$ cat config.mk
export PLATFORM = sky130hd
export DESIGN_NAME = ofdm_frame_sched_flat
export DESIGN_NICKNAME = d
export VERILOG_FILES = /design/src/rtl/ofdm_frame_sched_pkg.sv /design/src/rtl/ofdm_frame_sched_if.sv /design/src/rtl/ofdm_frame_sched_sym_counter.sv /design/src/rtl/ofdm_frame_sched.sv /design/src/flat_wrapper.sv
export SDC_FILE = /design/constraint.sdc
export NUM_CORES = 1
export LEC_CHECK = 0
export ABC_AREA = 0
export BUFFER_PORTS_ARGS = -buffer_cell sky130_fd_sc_hd__buf_2
export CAP_MARGIN = 20
export CELL_PAD_IN_SITES_DETAIL_PLACEMENT = 1
export CELL_PAD_IN_SITES_GLOBAL_PLACEMENT = 2
export CORE_ASPECT_RATIO = 1.5
export CORE_UTILIZATION = 39
export CTS_CLUSTER_DIAMETER = 100
export DETAILED_ROUTE_END_ITERATION = 12
export PLACE_DENSITY_LB_ADDON = 0.08
export SYNTH_ARGS = -nofsm -noshare
export SYNTH_HDL_FRONTEND = slang
export SYNTH_SLANG_ARGS = --single-unit
$ cat constraint.sdc
create_clock -name clk -period 3.5 [get_ports clk]
set_input_delay 1.05 -clock clk [delete_from_list [all_inputs] [get_ports clk]]
set_output_delay 1.05 -clock clk [all_outputs]
set_load 0.05 [all_outputs]
$ cat src/rtl/ofdm_frame_sched_pkg.sv
// Shared types and constants for the OFDM frame/symbol scheduler.
// Holds the FSM state encoding, default geometry and the SOP-delay clamp.
package rx_sched_pkg;

  localparam int N_SYMB_DEF      = 50;
  localparam int FFTSIZE_DEF     = 1024;
  localparam int CPSIZE_DEF      = 32;
  localparam int SOP_TIMEOUT_DEF = 64;
  localparam int MAX_FLY_DEF     = 2;

  localparam int N_SPFR    = FFTSIZE_DEF + CPSIZE_DEF;
  localparam int MAX_DELAY = 31;
  localparam int OFF_W     = $clog2(MAX_DELAY + 1);

  typedef enum logic [2:0] {
    IDLE,
    ALIGN,
    CP,
    BODY,
    WAIT_SOP
  } sched_state_e;

  // A 6-bit signed offset can never exceed MAX_DELAY, so only negatives need clamping.
  function automatic logic [OFF_W-1:0] clamp_delay(input logic signed [5:0] d);
    if (d[5]) return '0;
    else      return d[OFF_W-1:0];
  endfunction

endpackage

$ cat src/rtl/ofdm_frame_sched_if.sv
// Sample-stream and FFT-handshake bundle between the sync filter, the scheduler and the FFT.
interface ofdm_frame_sched_if;

  logic              in_valid;
  logic              isop;
  logic              found_sync;
  logic signed [5:0] delay_sop;
  logic              fft_ready;
  logic              fft_valid;
  logic              fft_sop;
  logic              fft_eop;

  modport master (
    output in_valid, isop, found_sync, delay_sop, fft_ready,
    input  fft_valid, fft_sop, fft_eop
  );

  modport slave (
    input  in_valid, isop, found_sync, delay_sop, fft_ready,
    output fft_valid, fft_sop, fft_eop
  );

endinterface

$ cat src/rtl/ofdm_frame_sched_sym_counter.sv
// Sample counter advancing on valid samples, with synchronous load and a terminal-count flag.
module sym_counter #(
  parameter int W    = 4,
  parameter int LAST = 15
) (
  input  logic         clk,
  input  logic         rst,
  input  logic         en,
  input  logic         load,
  input  logic [W-1:0] load_val,
  output logic [W-1:0] cnt,
  output logic         tc
);

  // NOTE: sequential state uses non-blocking assignments so every register samples pre-edge values.
  always_ff @(posedge clk or posedge rst) begin
    if (rst) begin
      cnt <= '0;
    end else if (en) begin
      if (load) cnt <= load_val;
      else      cnt <= cnt + 1'b1;
    end
  end

  assign tc = (cnt == W'(LAST));

endmodule

$ cat src/rtl/ofdm_frame_sched.sv
// Rx frame/symbol timing controller: aligns to SOP, skips CP, gates FFT bodies, flywheels missed SOPs.
// Optional statistics counters are built when FRAME_SCHED_STATS_EN is defined.
module ofdm_frame_sched
  import rx_sched_pkg::*;
#(
  parameter int N_SYMB      = N_SYMB_DEF,
  parameter int FFTSIZE     = FFTSIZE_DEF,
  parameter int CPSIZE      = CPSIZE_DEF,
  parameter int SOP_TIMEOUT = SOP_TIMEOUT_DEF,
  parameter int MAX_FLY     = MAX_FLY_DEF,
  localparam int SYM_W      = $clog2(N_SYMB)
) (
  input  logic             clk,
  input  logic             rst,
  ofdm_frame_sched_if.slave sif,
  output logic [SYM_W-1:0] symb_idx,
  output logic             frame_start,
  output logic             frame_active,
  output logic             err_skip,
  output logic             sync_lost
`ifdef FRAME_SCHED_STATS_EN
  ,
  output logic [15:0]      frame_cnt,
  output logic [15:0]      skip_cnt,
  output logic [7:0]       fly_total
`endif
);

  localparam int CP_W  = $clog2(CPSIZE);
  localparam int FFT_W = $clog2(FFTSIZE);
  localparam int TO_W  = $clog2(SOP_TIMEOUT);
  localparam int FLY_W = $clog2(MAX_FLY + 1);

  localparam logic [SYM_W-1:0] LAST_SYM = SYM_W'(N_SYMB - 1);
  localparam logic [FLY_W-1:0] FLY_LIM  = FLY_W'(MAX_FLY);

  sched_state_e     state, state_nxt;
  logic [OFF_W-1:0] off_cnt, off_nxt;
  logic [SYM_W-1:0] symb_nxt;
  logic [FLY_W-1:0] fly_cnt, fly_nxt;
  logic             take_sym, take_nxt;
  logic             fft_valid_d, fft_sop_d, fft_eop_d;
  logic             frame_start_d, frame_active_d, err_skip_d, sync_lost_d;
  logic             sop_ok;

  logic [CP_W-1:0]  cp_cnt, cp_load_val;
  logic [FFT_W-1:0] body_cnt;
  logic [TO_W-1:0]  to_cnt;
  logic             cp_last, body_last, to_last;
  logic             body_first;

  assign sop_ok     = sif.isop & sif.found_sync;
  assign body_first = (body_cnt == '0);

  // The sample that ends ALIGN or WAIT_SOP is itself CP sample 0, so CP resumes counting at 1.
  assign cp_load_val = ((state_nxt == CP) && (state != BODY)) ? CP_W'(1) : '0;

  sym_counter #(.W(CP_W), .LAST(CPSIZE - 1)) u_cp_cnt (
    .clk      (clk),
    .rst      (rst),
    .en       (sif.in_valid),
    .load     ((state != CP) || (state_nxt != CP)),
    .load_val (cp_load_val),
    .cnt      (cp_cnt),
    .tc       (cp_last)
  );

  sym_counter #(.W(FFT_W), .LAST(FFTSIZE - 1)) u_body_cnt (
    .clk      (clk),
    .rst      (rst),
    .en       (sif.in_valid),
    .load     ((state != BODY) || (state_nxt != BODY)),
    .load_val ('0),
    .cnt      (body_cnt),
    .tc       (body_last)
  );

  sym_counter #(.W(TO_W), .LAST(SOP_TIMEOUT - 1)) u_to_cnt (
    .clk      (clk),
    .rst      (rst),
    .en       (sif.in_valid),
    .load     ((state != WAIT_SOP) || (state_nxt != WAIT_SOP)),
    .load_val ('0),
    .cnt      (to_cnt),
    .tc       (to_last)
  );

  // NOTE: every signal written here gets a default first so no path can infer a latch.
  always_comb begin
    state_nxt      = state;
    off_nxt        = off_cnt;
    symb_nxt       = symb_idx;
    fly_nxt        = fly_cnt;
    take_nxt       = take_sym;
    fft_valid_d    = 1'b0;
    fft_sop_d      = 1'b0;
    fft_eop_d      = 1'b0;
    frame_start_d  = 1'b0;
    frame_active_d = frame_active;
    err_skip_d     = 1'b0;
    sync_lost_d    = 1'b0;

    if (state == IDLE) begin
      frame_active_d = 1'b0;
      symb_nxt       = '0;
    end

    if (sif.in_valid) begin
      case (state)
        IDLE: begin
          if (sop_ok) begin
            state_nxt = ALIGN;
            off_nxt   = clamp_delay(sif.delay_sop);
            fly_nxt   = '0;
          end
        end

        ALIGN: begin
          frame_active_d = 1'b0;
          if (!sif.found_sync) begin
            state_nxt   = IDLE;
            sync_lost_d = 1'b1;
          end else if (sop_ok) begin
            off_nxt = clamp_delay(sif.delay_sop);
            fly_nxt = '0;
          end else if (off_cnt == '0) begin
            state_nxt      = CP;
            symb_nxt       = '0;
            frame_start_d  = 1'b1;
            frame_active_d = 1'b1;
          end else begin
            off_nxt = off_cnt - 1'b1;
          end
        end

        CP: begin
          frame_active_d = 1'b1;
          if (!sif.found_sync) begin
            state_nxt   = IDLE;
            sync_lost_d = 1'b1;
          end else if (sop_ok) begin
            state_nxt = ALIGN;
            off_nxt   = clamp_delay(sif.delay_sop);
            fly_nxt   = '0;
          end else if (cp_last) begin
            take_nxt  = sif.fft_ready;
            state_nxt = BODY;
          end
        end

        BODY: begin
          frame_active_d = 1'b1;
          fft_valid_d    = take_sym;
          fft_sop_d      = take_sym & body_first;
          fft_eop_d      = take_sym & body_last;
          err_skip_d     = ~take_sym & body_first;
          // Any early exit closes an open FFT frame with a forced eop.
          if (!sif.found_sync) begin
            state_nxt   = IDLE;
            sync_lost_d = 1'b1;
            fft_eop_d   = take_sym;
          end else if (sop_ok) begin
            state_nxt = ALIGN;
            off_nxt   = clamp_delay(sif.delay_sop);
            fly_nxt   = '0;
            fft_eop_d = take_sym;
          end else if (body_last) begin
            if (symb_idx < LAST_SYM) begin
              symb_nxt  = symb_idx + 1'b1;
              state_nxt = CP;
            end else begin
              state_nxt = WAIT_SOP;
            end
          end
        end

        WAIT_SOP: begin
          frame_active_d = 1'b0;
          if (!sif.found_sync) begin
            state_nxt   = IDLE;
            sync_lost_d = 1'b1;
          end else if (sop_ok) begin
            state_nxt = ALIGN;
            off_nxt   = clamp_delay(sif.delay_sop);
            fly_nxt   = '0;
          end else if (to_last) begin
            if (fly_cnt < FLY_LIM) begin
              fly_nxt        = fly_cnt + 1'b1;
              state_nxt      = CP;
              symb_nxt       = '0;
              frame_start_d  = 1'b1;
              frame_active_d = 1'b1;
            end else begin
              state_nxt   = IDLE;
              sync_lost_d = 1'b1;
            end
          end
        end

        default: state_nxt = IDLE;
      endcase
    end
  end

  always_ff @(posedge clk or posedge rst) begin
    if (rst) begin
      state         <= IDLE;
      off_cnt       <= '0;
      symb_idx      <= '0;
      fly_cnt       <= '0;
      take_sym      <= 1'b0;
      sif.fft_valid <= 1'b0;
      sif.fft_sop   <= 1'b0;
      sif.fft_eop   <= 1'b0;
      frame_start   <= 1'b0;
      frame_active  <= 1'b0;
      err_skip      <= 1'b0;
      sync_lost     <= 1'b0;
    end else begin
      state         <= state_nxt;
      off_cnt       <= off_nxt;
      symb_idx      <= symb_nxt;
      fly_cnt       <= fly_nxt;
      take_sym      <= take_nxt;
      sif.fft_valid <= fft_valid_d;
      sif.fft_sop   <= fft_sop_d;
      sif.fft_eop   <= fft_eop_d;
      frame_start   <= frame_start_d;
      frame_active  <= frame_active_d;
      err_skip      <= err_skip_d;
      sync_lost     <= sync_lost_d;
    end
  end

`ifdef FRAME_SCHED_STATS_EN
  logic fly_evt;
  assign fly_evt = sif.in_valid && (state == WAIT_SOP) && (state_nxt == CP);

  // Saturating event counters; only rst clears them.
  always_ff @(posedge clk or posedge rst) begin
    if (rst) begin
      frame_cnt <= '0;
      skip_cnt  <= '0;
      fly_total <= '0;
    end else begin
      if (frame_start_d && (frame_cnt != '1)) frame_cnt <= frame_cnt + 1'b1;
      if (err_skip_d && (skip_cnt != '1))     skip_cnt  <= skip_cnt + 1'b1;
      if (fly_evt && (fly_total != '1))       fly_total <= fly_total + 1'b1;
    end
  end
`endif

endmodule

$ cat src/flat_wrapper.sv
// flat-port wrapper written by rule: the top's interface ports become plain ports
module ofdm_frame_sched_flat import rx_sched_pkg::*;
#(
  parameter int N_SYMB      = N_SYMB_DEF,
  parameter int FFTSIZE     = FFTSIZE_DEF,
  parameter int CPSIZE      = CPSIZE_DEF,
  parameter int SOP_TIMEOUT = SOP_TIMEOUT_DEF,
  parameter int MAX_FLY     = MAX_FLY_DEF,
  localparam int SYM_W      = $clog2(N_SYMB)
)
  (clk, rst, symb_idx, frame_start, frame_active, err_skip, sync_lost, sif_in_valid, sif_isop, sif_found_sync, sif_delay_sop, sif_fft_ready, sif_fft_valid, sif_fft_sop, sif_fft_eop);
  ofdm_frame_sched_if sif_i ();
  input  logic clk;
  input  logic rst;
  output logic [SYM_W-1:0] symb_idx;
  output logic frame_start;
  output logic frame_active;
  output logic err_skip;
  output logic sync_lost;
  input wire logic [$bits(sif_i.in_valid)-1:0] sif_in_valid;
  input wire logic [$bits(sif_i.isop)-1:0] sif_isop;
  input wire logic [$bits(sif_i.found_sync)-1:0] sif_found_sync;
  input wire logic [$bits(sif_i.delay_sop)-1:0] sif_delay_sop;
  input wire logic [$bits(sif_i.fft_ready)-1:0] sif_fft_ready;
  output wire logic [$bits(sif_i.fft_valid)-1:0] sif_fft_valid;
  output wire logic [$bits(sif_i.fft_sop)-1:0] sif_fft_sop;
  output wire logic [$bits(sif_i.fft_eop)-1:0] sif_fft_eop;
  assign sif_i.in_valid = sif_in_valid;
  assign sif_i.isop = sif_isop;
  assign sif_i.found_sync = sif_found_sync;
  assign sif_i.delay_sop = sif_delay_sop;
  assign sif_i.fft_ready = sif_fft_ready;
  assign sif_fft_valid = sif_i.fft_valid;
  assign sif_fft_sop = sif_i.fft_sop;
  assign sif_fft_eop = sif_i.fft_eop;
  ofdm_frame_sched #(.N_SYMB(N_SYMB), .FFTSIZE(FFTSIZE), .CPSIZE(CPSIZE), .SOP_TIMEOUT(SOP_TIMEOUT), .MAX_FLY(MAX_FLY)) u_core (.clk(clk), .rst(rst), .sif(sif_i), .symb_idx(symb_idx), .frame_start(frame_start), .frame_active(frame_active), .err_skip(err_skip), .sync_lost(sync_lost));
endmodule
==> impl_metrics.json <==
{
  "crit_required_ns": 3.71,
  "fin_worst_skew_ns": 0.006443,
  "grt_antenna_before_repair": 0,
  "setup-tns-final_ns": 0,
  "start_util": 0.4081,
  "cts_max_level": 2,
  "transition_at_the_pin_with_the_smallest_max_transition_slack_ns": 0.6590,
  "post_route_cells_drive_above_1_share": 0.1574,
  "postSynth.asyncResetShare": 1.000,
  "synth_flop_cell": "sky130_fd_sc_hd__dfrtp_1",
  "criticalPathCategory": "primary input to register",
  "netlist.top_cell.by_area": "sky130_fd_sc_hd__dfrtp_1",
  "synth-edff-count": 0,
  "largest_net_degree_at_the_start_of_global_routing": 31,
  "routed_wirelength_um": 7342,
  "timing.hold.ws_ns": 0.4827,
  "core_region_area_sq_um": 6576,
  "critPathTopFamily": "simple AND/OR/NAND/NOR gates",
  "cts_inserted_buffers": 5,
  "place.gp.congestion": 0.8581,
  "numClockSinks": 45,
  "timing.critical_path.buf_inv": 1,
  "postSynthNetCount": 320,
  "worst_setup_path_end_kind": "register",
  "clock_tree.root_cell": "sky130_fd_sc_hd__clkbuf_8",
  "setup_repair_after_global_routing_missed_its_margin": "false",
  "vias": 2336,
  "nNetsFinal": 344,
  "status": "completed",
  "postSynthAreaPerCell_sq_um": 8.976,
  "remaining_drc_errors": 0,
  "area.growth.synth_to_final_pct": 10.30,
  "die_width_um": 69.73,
  "post_cts.repair.setup_buffers": 0,
  "cp_cell_sequence": "buf_2 > or3b_2 > nor4_1 > o21a_1 > a31o_4 > and4_4 > nand2_4 > o311ai_1",
  "ff2ff_path_depth": 9,
  "hold_depth": 1,
  "maxCapViolCount": 0,
  "hpwlAfterDp_um": 5411,
  "netlist-cell-type-count": 60,
  "number_of_global_route_vias_before_repair": 2402,
  "crit_path_max_incr_delay_ns": 0.47,
  "viasPerCell": 5.840,
  "design.die.area_sq_um": 7224,
  "diodes": 0,
  "synth-seq-cells": 45,
  "ctsHoldBuffers": 0,
  "drt-pass1-iter-count": 4,
  "synth_top_area_share": 0.4196,
  "critical_path.startpoint_type": "primary input",
  "clock_insertion_delay_worst_skew_ns": 0.30,
  "most_common_library_cells_after_synthesis": "sky130_fd_sc_hd__dfrtp_1, sky130_fd_sc_hd__nor2_1, sky130_fd_sc_hd__o21ai_0",
  "routed_wire_length_per_instance_um": 18.36,
  "min-delay-path-class": "register to register",
  "cts-resized-gates": 0,
  "yosysMostFrequentCell": "sky130_fd_sc_hd__dfrtp_1",
  "maxSlewViolCount": 0,
  "clock_path_buffers": 2,
  "setup-violations-final": 0,
  "timing.critical_path.depth": 8,
  "tritoncts": "done",
  "rows": 36,
  "port_buffers": 24,
  "cts.reportedPaths.clkPinSlew_ns": 0.08,
  "total_routing_usage_reported_by_global_routing": 0.2163,
  "ant_nets": 0,
  "worstPathArrival_ns": 3.00,
  "timing.final.crit_share": 0.7969,
  "vdd.ir_drop.worst_v": 0.0002127,
  "report.final.hold_viol_count": 0,
  "yosysWarnings": 0,
  "fmax_ghz": 0.3585,
  "finalCriticalPeriod_ns": 2.789,
  "worstPathMaxFanout": 11,
  "power.density_cell_area_nw_per_um2": 383.4,
  "synth-seq-area-share": 0.4196,
  "synth_area_leaders": "sky130_fd_sc_hd__dfrtp_1, sky130_fd_sc_hd__ha_1, sky130_fd_sc_hd__nor2_1",
  "initialDrtViolationCount": 84,
  "number_of_top_level_pins": 25,
  "netlist_instances": 299,
  "grt_pass1_wl_um": 12460,
  "timing.slew.headroom": 0.5545,
  "fp.dieH_um": 103.6,
  "dp_worst_setup_slack_ns": 0.4321,
  "postLayoutCoreUtil": 0.4502,
  "overflow": 0,
  "layout_setup_ws_ns": 0.7108,
  "leak_pwr_nw": 1.336,
  "crit_path_top_delay_cell": "sky130_fd_sc_hd__or3b_2",
  "synth_area_sq_um": 2684
}
worst paths after layout:
path / startpoint / to / slack [ns]
max reg2reg: u_core.off_cnt[0] / u_core.u_body_cnt.cnt[7] / 0.92
max in group asynchronous: rst / u_core.u_body_cnt.cnt[3] / 2.01
min: u_core.take_sym / u_core.err_skip / 0.48
min in group asynchronous: rst / u_core.symb_idx[2] / 0.78
min reg2reg: u_core.take_sym / u_core.err_skip / 0.48
max: sif_found_sync / u_core.u_body_cnt.cnt[9] / 0.71
layer usage:
metal  vias to the layer above  part of all wire  track usage
li1                       1135                 -            -
met1                      1150              0.42       0.2642
met2                        37              0.53       0.3835
met3                        14             0.022      0.03113
met4                         0             0.026      0.07571
met5                         -                 0            0
worst register-to-register path, stage by stage (launching register included):
cell	delay, ns
sky130_fd_sc_hd__dfrtp_1	0.43
sky130_fd_sc_hd__inv_1	0.10
sky130_fd_sc_hd__ha_1	0.14
sky130_fd_sc_hd__nor4b_1	0.55
sky130_fd_sc_hd__a21oi_1	0.15
sky130_fd_sc_hd__a221oi_1	0.38
sky130_fd_sc_hd__o221ai_2	0.25
sky130_fd_sc_hd__nand4_4	0.19
sky130_fd_sc_hd__a2bb2oi_1	0.18
sky130_fd_sc_hd__o31ai_1	0.09
kinds of logic (layout without fill, tap and decap cells):
family,Yosys count,count (layout),share of synthesized area
AO/OA/AOI/OAI,83,83,0.1972
XOR/XNOR,5,5,0.01632
adder cells (fa/ha/maj),10,10,0.04569
buffers and inverters,30,55,0.04569
flip-flops,45,45,0.4196
multiplexers,4,4,0.01585
AND/OR/NAND/NOR,122,122,0.2597
per-stage QoR:
| step | total power, mW | instances | area (sq um) |
|---|---|---|---|
| after floorplan | 0.7494 | 299 | 2684 |
| after global placement | 0.8181 | 392 | 2878 |
| after detailed placement | 0.8205 | 392 | 2878 |
| after CTS | 1.151 | 400 | 2960 |
| after global routing | 1.202 | 400 | 2960 |
| final | 1.135 | 400 | 2960 |
placed cells by master (no fill, tap or decap), drive strengths merged, types with 3 or more instances in the layout:
master	Yosys	routed
nor2	30	30
xnor2	3	3
or3b	3	3
nand3	15	15
a22o	3	3
dfrtp	45	45
nor2b	3	3
and3	9	9
a21o	3	3
clkbuf	7	6
a21oi	20	20
nor4b	3	3
nor3	7	7
nand2b	9	9
inv	19	19
o21ai	32	32
nor4	4	4
buf	4	28
o2bb2ai	4	4
nand4	7	7
nand2	19	19
ha	9	9
where the power goes:
part / leakage [nW] / internal (mW) / switching, mW
registers: 0.618 / 0.551 / 0.0407
logic: 0.672 / 0.0752 / 0.142
clock network: 0.0450 / 0.139 / 0.187
total: 1.34 / 0.765 / 0.370
flip-flops by register name (all words and copies together) (netlist names), 2 cells and up:
name,flops
u_core.off_cnt,5
u_core.u_cp_cnt.cnt,5
u_core.u_body_cnt.cnt,10
u_core.fly_cnt,2
u_core.u_to_cnt.cnt,6
u_core.symb_idx,6
u_core.state,3
layout make-up:
cell class / count / area, sq um
Fill cell: 802 / 3616
Multi-Input combinational cell: 224 / 1435
Sequential cell: 45 / 1126
Timing Repair Buffer: 28 / 150.1
Tap cell: 76 / 95.09
Clock buffer: 6 / 72.57
Inverter: 19 / 71.32
Clock inverter: 2 / 10.01
(Power assumes the default switching activity.)
